### src/rtl/pi_txn_queue.sv
// Posted-transaction queue between the Pi register interface and the 68000 bus engine.
// Stages DATA/ADDR_LO writes, pushes an operation on each ADDR_HI write, and issues one operation at a time.
module pi_txn_queue #(
  parameter int DEPTH = 4,
  parameter int PTR_W = 2
) (
  input  logic        c200m,
  input  logic        rst,
  input  logic        wr_strobe,
  input  logic [1:0]  wr_reg,
  input  logic [15:0] wr_data,
  input  logic        ovf_clr,
  output logic        op_valid,
  input  logic        op_ready,
  output logic [23:0] op_addr,
  output logic        op_rw,
  output logic        op_uds_n,
  output logic        op_lds_n,
  output logic [15:0] op_wdata,
  input  logic        op_done,
  input  logic [15:0] op_rdata,
  output logic [15:0] rd_data,
  output logic        rd_valid,
  output logic        busy,
  output logic        full,
  output logic        overflow
);

  typedef enum logic [1:0] {
    REG_DATA    = 2'd0,
    REG_ADDR_LO = 2'd1,
    REG_ADDR_HI = 2'd2,
    REG_STATUS  = 2'd3
  } reg_sel_e;

  typedef struct packed {
    logic [23:0] addr;
    logic        rw;
    logic        uds_n;
    logic        lds_n;
    logic [15:0] wdata;
  } entry_t;

  localparam logic [PTR_W:0]   DEPTH_CNT = (PTR_W + 1)'(DEPTH);
  localparam logic [PTR_W-1:0] PTR_ONE   = PTR_W'(1);

  reg_sel_e         sel;
  logic [15:0]      data_stg;
  logic [15:0]      addr_stg;
  entry_t           mem [DEPTH];
  logic [PTR_W-1:0] wr_ptr;
  logic [PTR_W-1:0] rd_ptr;
  logic [PTR_W-1:0] rd_ptr_next;
  logic [PTR_W:0]   count;
  logic [PTR_W:0]   count_after_pop;
  logic [PTR_W:0]   count_next;
  logic             in_flight;
  logic             in_flight_next;
  logic             inflight_rw;
  logic             push;
  logic             push_ok;
  logic             drop;
  logic             issue;
  logic             done;
  entry_t           new_entry;
  entry_t           head_next;
  entry_t           op_q;

  assign sel     = reg_sel_e'(wr_reg);
  assign push    = wr_strobe && (sel == REG_ADDR_HI);
  assign issue   = op_valid && op_ready;
  assign done    = op_done && in_flight;
  assign full    = (count == DEPTH_CNT);
  // A pop in the same cycle frees the slot, so a push into a full queue survives.
  assign push_ok = push && (!full || issue);
  assign drop    = push && full && !issue;

  always_comb begin
    new_entry.addr  = {wr_data[7:0], addr_stg};
    new_entry.rw    = wr_data[9];
    new_entry.uds_n = wr_data[8] && addr_stg[0];
    new_entry.lds_n = wr_data[8] && !addr_stg[0];
    new_entry.wdata = data_stg;
  end

  // NOTE: every signal written in always_comb gets a value on every path (defaults first), so no latch is inferred.
  always_comb begin
    in_flight_next  = in_flight;
    count_after_pop = count - {{PTR_W{1'b0}}, issue};
    count_next      = count_after_pop + {{PTR_W{1'b0}}, push_ok};
    rd_ptr_next     = issue ? rd_ptr + PTR_ONE : rd_ptr;
    if (issue) begin
      in_flight_next = 1'b1;
    end else if (done) begin
      in_flight_next = 1'b0;
    end
    // When the queue drains to empty this cycle, the entry being pushed becomes the head.
    head_next = (count_after_pop == '0) ? new_entry : mem[rd_ptr_next];
  end

  // NOTE: the entry array has no reset; count alone says which slots hold live data.
  always_ff @(posedge c200m) begin
    if (push_ok) begin
      mem[wr_ptr] <= new_entry;
    end
  end

  // NOTE: non-blocking assignments throughout, so every register samples pre-edge values regardless of statement order.
  always_ff @(posedge c200m or posedge rst) begin
    if (rst) begin
      data_stg    <= '0;
      addr_stg    <= '0;
      wr_ptr      <= '0;
      rd_ptr      <= '0;
      count       <= '0;
      in_flight   <= 1'b0;
      inflight_rw <= 1'b0;
      op_valid    <= 1'b0;
      op_q        <= '0;
      rd_data     <= '0;
      rd_valid    <= 1'b0;
      busy        <= 1'b0;
      overflow    <= 1'b0;
    end else begin
      if (wr_strobe) begin
        case (sel)
          REG_DATA: data_stg <= wr_data;
          REG_ADDR_LO: begin
            addr_stg <= wr_data;
            rd_valid <= 1'b0;
          end
          default: ;
        endcase
      end
      if (push_ok) begin
        wr_ptr <= wr_ptr + PTR_ONE;
      end
      rd_ptr    <= rd_ptr_next;
      count     <= count_next;
      in_flight <= in_flight_next;
      if (issue) begin
        inflight_rw <= op_q.rw;
      end
      // A completing read outranks a same-cycle ADDR_LO write for rd_valid.
      if (done && inflight_rw) begin
        rd_data  <= op_rdata;
        rd_valid <= 1'b1;
      end
      if (drop) begin
        overflow <= 1'b1;
      end else if (ovf_clr) begin
        overflow <= 1'b0;
      end
      op_valid <= (count_next != '0) && !in_flight_next;
      busy     <= (count_next != '0) || in_flight_next;
      if (count_next != '0) begin
        op_q <= head_next;
      end
    end
  end

  assign op_addr  = op_q.addr;
  assign op_rw    = op_q.rw;
  assign op_uds_n = op_q.uds_n;
  assign op_lds_n = op_q.lds_n;
  assign op_wdata = op_q.wdata;

endmodule

### config.mk
export PLATFORM = sky130hd
export DESIGN_NAME = pi_txn_queue
export DESIGN_NICKNAME = d
export VERILOG_FILES = /design/src/rtl/pi_txn_queue.sv
export SDC_FILE = /design/constraint.sdc
export NUM_CORES = 1
export LEC_CHECK = 0
export CAP_MARGIN = 20
export CORE_UTILIZATION = 55
export DETAILED_ROUTE_END_ITERATION = 8
export PLACE_DENSITY = 0.84
export SYNTH_ARGS = -nofsm -noshare
export SYNTH_HDL_FRONTEND = slang
export SYNTH_SLANG_ARGS = --single-unit
### constraint.sdc
create_clock -name c200m -period 4.65 [get_ports c200m]
set_clock_uncertainty 0.1 [all_clocks]
set_input_delay 0.6975 -clock c200m [delete_from_list [all_inputs] [get_ports c200m]]
set_output_delay 0.6975 -clock c200m [all_outputs]
set_load 0.05 [all_outputs]
---- Word-level counts from Yosys, hierarchy flattened ----
Memory sizes are Yosys's and may differ from the RTL's.
Cells that the tools add are included.
cells by class
  reduce and logical (&&, ||, !) cells .... 25
  div/mod/pow operators ................... 0
  equality and inequality tests ........... 3
  $add $sub $neg .......................... 4
  magnitude comparators ................... 0
  $mul .................................... 0
  muxes and demuxes ....................... 11
  bitwise operators ....................... 0
  shift operators ......................... 0
operators by type and width
  operator                                                         count
  43-bit 2-to-1 mux                                                1
  1-bit logical AND                                                10
  1-bit 2-to-1 mux                                                 9
  2-bit AND reduction                                              3
  2-bit nonzero test                                               3
  2-bit by 1-bit adder with 2-bit output, second input constant    2
  1-bit logical NOT                                                4
  3-bit by 1-bit adder with 3-bit output                           1
  3-bit == test, second input constant                             1
  3-bit logical NOT                                                1
  3-bit nonzero test                                               1
  3-bit by 1-bit subtractor with 3-bit output                      1
  2-bit by 1-bit == test with 1-bit output, second input constant  1
  2-bit == test, second input constant                             1
  2-bit logical NOT                                                1
  1-bit logical OR                                                 2
  2-bit 2-to-1 mux                                                 1
storage, ports and cells
  memories kept ........................... 1
  output and inout bits ................... 64
  register bits ........................... 104
  bits in latches ......................... 0
  bits in read-only memories .............. 0
  input bits .............................. 40
  logic and storage cells ................. 61
  bits in writable memories ............... 172
memories
  memory  words  bits a word  read ports  clocked after memory_dff  wr ports  RTL line  RTL
  mem     4      43           1           0                         1         50        entry_t mem [DEPTH];

---- Depth between registers and ports, before layout ----
  word-level depth ........................ 7
  gate-level depth with buffers ........... 12
  depth with buffers taken out ............ 10

---- Worst setup path after synthesis ----
Ideal clock, no wire load.
  path type ............................... register to register
  start ................................... register op_valid
  end ..................................... memory mem[0][0] in the netlist's numbering (enable)
  period minus slack after synthesis ...... 2.839 ns
  path buffers ............................ 0
  required time ........................... 4.145 ns
  data arrival time ....................... 2.334 ns
  path slack .............................. 1.811 ns
  setup time .............................. 0.405 ns
  cell stages (with the launch flop) ...... 4
  cell sequence ........................... dfrtp_1 > nand2_1 > a21oi_1 > and2_1
on the way
  longest elaborated chain between the ends .. 5
ends and longest elaborated chain
  item                                    RTL line  RTL
  start, declared                         13        output logic op_valid,
  start signal, assigned                  154       op_valid <= (count_next != '0) && !in_flight_next;
  1-bit logical AND                       71        assign issue = op_valid && op_ready;
  1-bit logical OR                        75        assign push_ok = push && (!full || issue);
  1-bit logical AND                       75
  net push_ok                             61        logic push_ok;
  1-bit 2-to-1 mux                        103       if (push_ok) begin
  1-bit 2-to-1 mux (implied by the code)  104       mem[wr_ptr] <= new_entry;
  end, declared                           50
The timed path passes the listed nets, and every way through them passes these cells.

---- Worst setup path after layout ----
  start ................................... input port op_ready
  end ..................................... register op_q (netlist bit op_wdata[9])
on the way
  longest elaborated chain between the ends .. 5
  elaborated cells on any way between the ends .. 10
  classes of those cells .................. add/sub (2); mux (2); reduce/logical (5); memory (1)
ends and longest elaborated chain
  item                                                                                 RTL line  RTL
  start, declared                                                                      14        input logic op_ready,
  1-bit logical AND *                                                                  71
  branches (longest 2 deep; another with 3-bit by 1-bit subtractor with 3-bit output)  --
  3-bit by 1-bit adder with 3-bit output *                                             90        count_next = count_after_pop + {{PTR_W{1'b0}}, push_ok};
  net count_next[2]                                                                    56        logic [PTR_W:0] count_next;
  3-bit nonzero test *                                                                 156       if (count_next != '0) begin
  end signal, assigned                                                                 157       op_q <= head_next;
  end, declared                                                                        67        entry_t op_q;
Mark *: on every way through the listed nets, which the timed path passes.
A chain may end at the register's enable or synchronous reset.

==> impl_metrics.csv <==
group,metric,value,unit
outcome,status,"completed",
yosys,yosys.area.top_type_share,0.441,
sta,fmax,315,MHz
setup_path,worstPathRequired,4.96,ns
finish,multi_input_area,0.00360,mm2
place,dp_hpwl,14.6,mm
setup_path,r2r_slack,1.72,ns
yosys,ys_types,39,
finish,nets,926,
yosys,yosysSeqAreaShare,0.663,
clocking,ctsResizeCount,0,
yosys,yosys_warnings,0,
yosys,ys_ff_latch,276,
place,postPlaceCellArea,0.0130,mm2
clocking,post_cts_buffers,0,
grt,grt_max_degree,77,
finish,antenna_cells,0,
routing,wire_per_inst,22.2,um
yosys,synthesis.instances,777,
yosys,avgSynthCellArea,15.1,um2
sta,hold_ws,0.340,ns
finish,seqCellArea,0.00777,mm2
clocking,clk_latency,0.53,ns
finish,area_growth,18.6,%
yosys,yosys-top-cells-area,"edfxtp_1 (44%), dfrtp_1 (22%), mux2_2 (8.0%), mux2i_1 (7.4%), a21o_1 (2.5%)",
die,die_x,148,um
power,cellPowerDensity,735,mW/mm2
routing,via_count,7187,
power,total_leakage_power,5.40,nW
die,dieArea,0.0219,mm2
finish,fillers,1426,
clocking,cts_num_sinks,276,
grt,antenna_found_initial,0,
setup_path,critPathMaxFanout,53,
power,finalPower,10.2,mW
yosys,synth_area,0.0117,mm2
setup_path,startpoint_type,"input pin",
clocking,tritoncts,"built",
die,io_pins,104,
sta,period_share,0.682,
setup_path,cpMaxStageDelayCell,"buf_4",
grt,grt_pass1_vias,7751,
setup_path,end_kind,"flop",
min_path,hp-class,"input pin to async pin",
routing,viasPerCell,6.13,
sta,grt_setup_unrepaired,"false",
clocking,cts-root-buf,"clkbuf_16",
die,rows,53,
yosys,synth_area_leader_cell,"edfxtp_1",
setup_path,cp_slowest_stage_delay,0.53,ns
die,die_h,148,um
sta,tns,0,ns
yosys,synth_nets,825,
grt,grt.overflow.total,0,
setup_path,critical_path_class,"input pin to flop",
grt,grt_pass1_wl,41.2,mm
clocking,cts.reportedPaths.clkPinSlew,0.06,ns
routing,wirelength,26.1,mm
sta,worst_pin_slew,0.797,ns
place,io_buffers,103,
sta,slew_headroom,0.467,
run,maxCapViolCount,0,
power,vdd_drop_max,497,uV
clocking,htreeDepth,1,
sta,fin_crit,3.17,ns
routing,first_pass_iters,5,
routing,drt-initial-drc-count,579,
finish,final_layout_size_suffix_gt1_frac,0.168,
setup_path,arrival,3.48,ns
clocking,cts_hold_buffers,0,
die,start_util,0.559,
setup_path,path_cells,"clkdlybuf4s50_1, nand2_1, inv_1, ha_1, ha_1, inv_1, ha_1, xor2_2, nor3_4, buf_4, a21oi_1, a21o_1",
routing,drcViolationCount,0,
finish,final_cell_area,0.0139,mm2
place,gp_congestion,0.720,
die,design.core.area,0.0210,mm2
clocking,cts_buffer_depth,3,
sta,setup_viol_count_final,0,
grt,grt_usage,0.245,
sta,hold_viol_final,0,
routing,ant_nets,0,
setup_path,cp_common_cell,"ha_1",
clocking,cts_buffers,27,
sta,slew_viol_final,0,
[registers in the layout, summed over array words and instances, names as in the netlist, 2 cells and up]
name	count
mem	172
wr_ptr	2
rd_data	16
op_addr	24
rd_ptr	2
op_wdata	16
data_stg	16
count	3
addr_stg	16
[worst paths after layout]
path	start	cells after the start	endpoint
min in group c200m	op_wdata[15]	1	op_wdata[15]
worst min register to register	op_wdata[15]	1	op_wdata[15]
max in group asynchronous	rst	3	addr_stg[2]
worst max register to register	op_valid	11	op_wdata[9]
worst max-delay path	op_ready	12	op_wdata[9]
worst min-delay path	rst	2	rd_ptr[1]
[worst max-delay path: cells and delay by family]
family	cells	cell delay, ns
AND/OR/NAND/NOR	2	0.32
adder cells (fa/ha/maj)	3	0.71
buffers and inverters	4	1.19
AO/OA/AOI/OAI	2	0.31
XOR/XNOR	1	0.21
[placed cells by master (no fill, tap or decap), drive strengths merged, types with 2 or more instances in the layout]
| cell type | Yosys | final |
|---|---|---|
| edfxtp | 172 | 172 |
| dfrtp | 104 | 104 |
| clkdlybuf4s50 | 0 | 103 |
| mux2 | 89 | 89 |
| mux2i | 87 | 87 |
| nand2 | 51 | 51 |
| a21oi | 46 | 46 |
| a22oi | 39 | 39 |
| o211ai | 39 | 39 |
| a21o | 39 | 39 |
| clkbuf | 8 | 37 |
| buf | 41 | 18 |
| inv | 13 | 13 |
| clkinv | 0 | 10 |
| ha | 8 | 8 |
| and2 | 5 | 5 |
| o21ai | 5 | 5 |
| a211oi | 4 | 4 |
| a22o | 3 | 3 |
| nor2 | 3 | 3 |
| nand3b | 2 | 2 |
| nand3 | 2 | 2 |
| xor2 | 2 | 2 |
| and3 | 2 | 2 |
| nor2b | 2 | 2 |
| xnor2 | 2 | 2 |
| or3 | 2 | 2 |
| bufinv | 0 | 2 |
[synthesized netlist by cell type]
| master | n |
|---|---|
| xor2_2 | 2 |
| nor3_4 | 1 |
| o21ai_0 | 2 |
| and2_1 | 5 |
| a21boi_0 | 1 |
| inv_1 | 12 |
| or3_1 | 2 |
| a22o_1 | 3 |
| nor3b_2 | 1 |
| inv_2 | 1 |
| dfrtp_1 | 104 |
| or2_1 | 1 |
| ha_1 | 8 |
| and3b_1 | 1 |
| o211ai_1 | 39 |
| nand2_1 | 51 |
| buf_2 | 23 |
| clkbuf_1 | 8 |
| o22ai_1 | 1 |
| a211oi_1 | 4 |
| mux2_1 | 6 |
| nor2_2 | 1 |
| nand3_1 | 2 |
| a21o_1 | 39 |
| xnor2_1 | 2 |
| o21ai_1 | 3 |
| nand3b_1 | 2 |
| a21oi_1 | 45 |
| edfxtp_1 | 172 |
| mux2i_1 | 87 |
| mux2_2 | 83 |
| buf_4 | 7 |
| a22oi_1 | 39 |
| o41ai_1 | 1 |
| and3_1 | 2 |
| buf_6 | 11 |
| a21oi_2 | 1 |
| nor2b_1 | 2 |
| nor2_1 | 2 |
[layout make-up]
type,instances,area share
clock buffer,37,0.0528
clock inverter,12,0.00774
inverter,13,0.00369
multi-input combinational,439,0.259
sequential,276,0.559
tap,275,0.0248
timing repair buffer,121,0.0927
[routing by layer]
| metal | vias up | track usage | wire length (um) |
|---|---|---|---|
| met5 | - | 0 | 0 |
| met4 | 0 | 0.0742 | 434 |
| met2 | 285 | 0.422 | 13000 |
| li1 | 3158 | - | - |
| met1 | 3709 | 0.313 | 10700 |
| met3 | 35 | 0.0503 | 1970 |
[per-stage QoR]
| step | util | setup WS [ns] | cells |
|---|---|---|---|
| after floorplan | - | 1.12 | 777 |
| after detailed placement | 0.620 | 1.00 | 1122 |
| after CTS | 0.661 | 1.51 | 1171 |
| after global placement | 0.619 | 1.15 | 1121 |
| final | 0.663 | 1.48 | 1173 |
| after global routing | 0.663 | 1.28 | 1173 |
[where the power goes]
| part | switching, mW | internal [mW] |
|---|---|---|
| clock | 0.870 | 1.21 |
| sequential | 0.384 | 3.17 |
| combinational | 2.81 | 1.78 |
[logic make-up (layout without fill, tap and decap cells)]
logic type               count (synthesis)  in the layout  share of synthesized area
flip-flops                             276            276                      0.663
adder cells (fa/ha/maj)                  8              8                    0.00854
AND/OR/NAND/NOR                         73             73                     0.0293
XOR/XNOR                                 4              4                    0.00427
AO/OA/AOI/OAI                          178            178                      0.104
buffers and inverters                   62            183                     0.0316
multiplexers                           176            176                      0.160
Note: power is estimated with default switching activity, not from simulation.
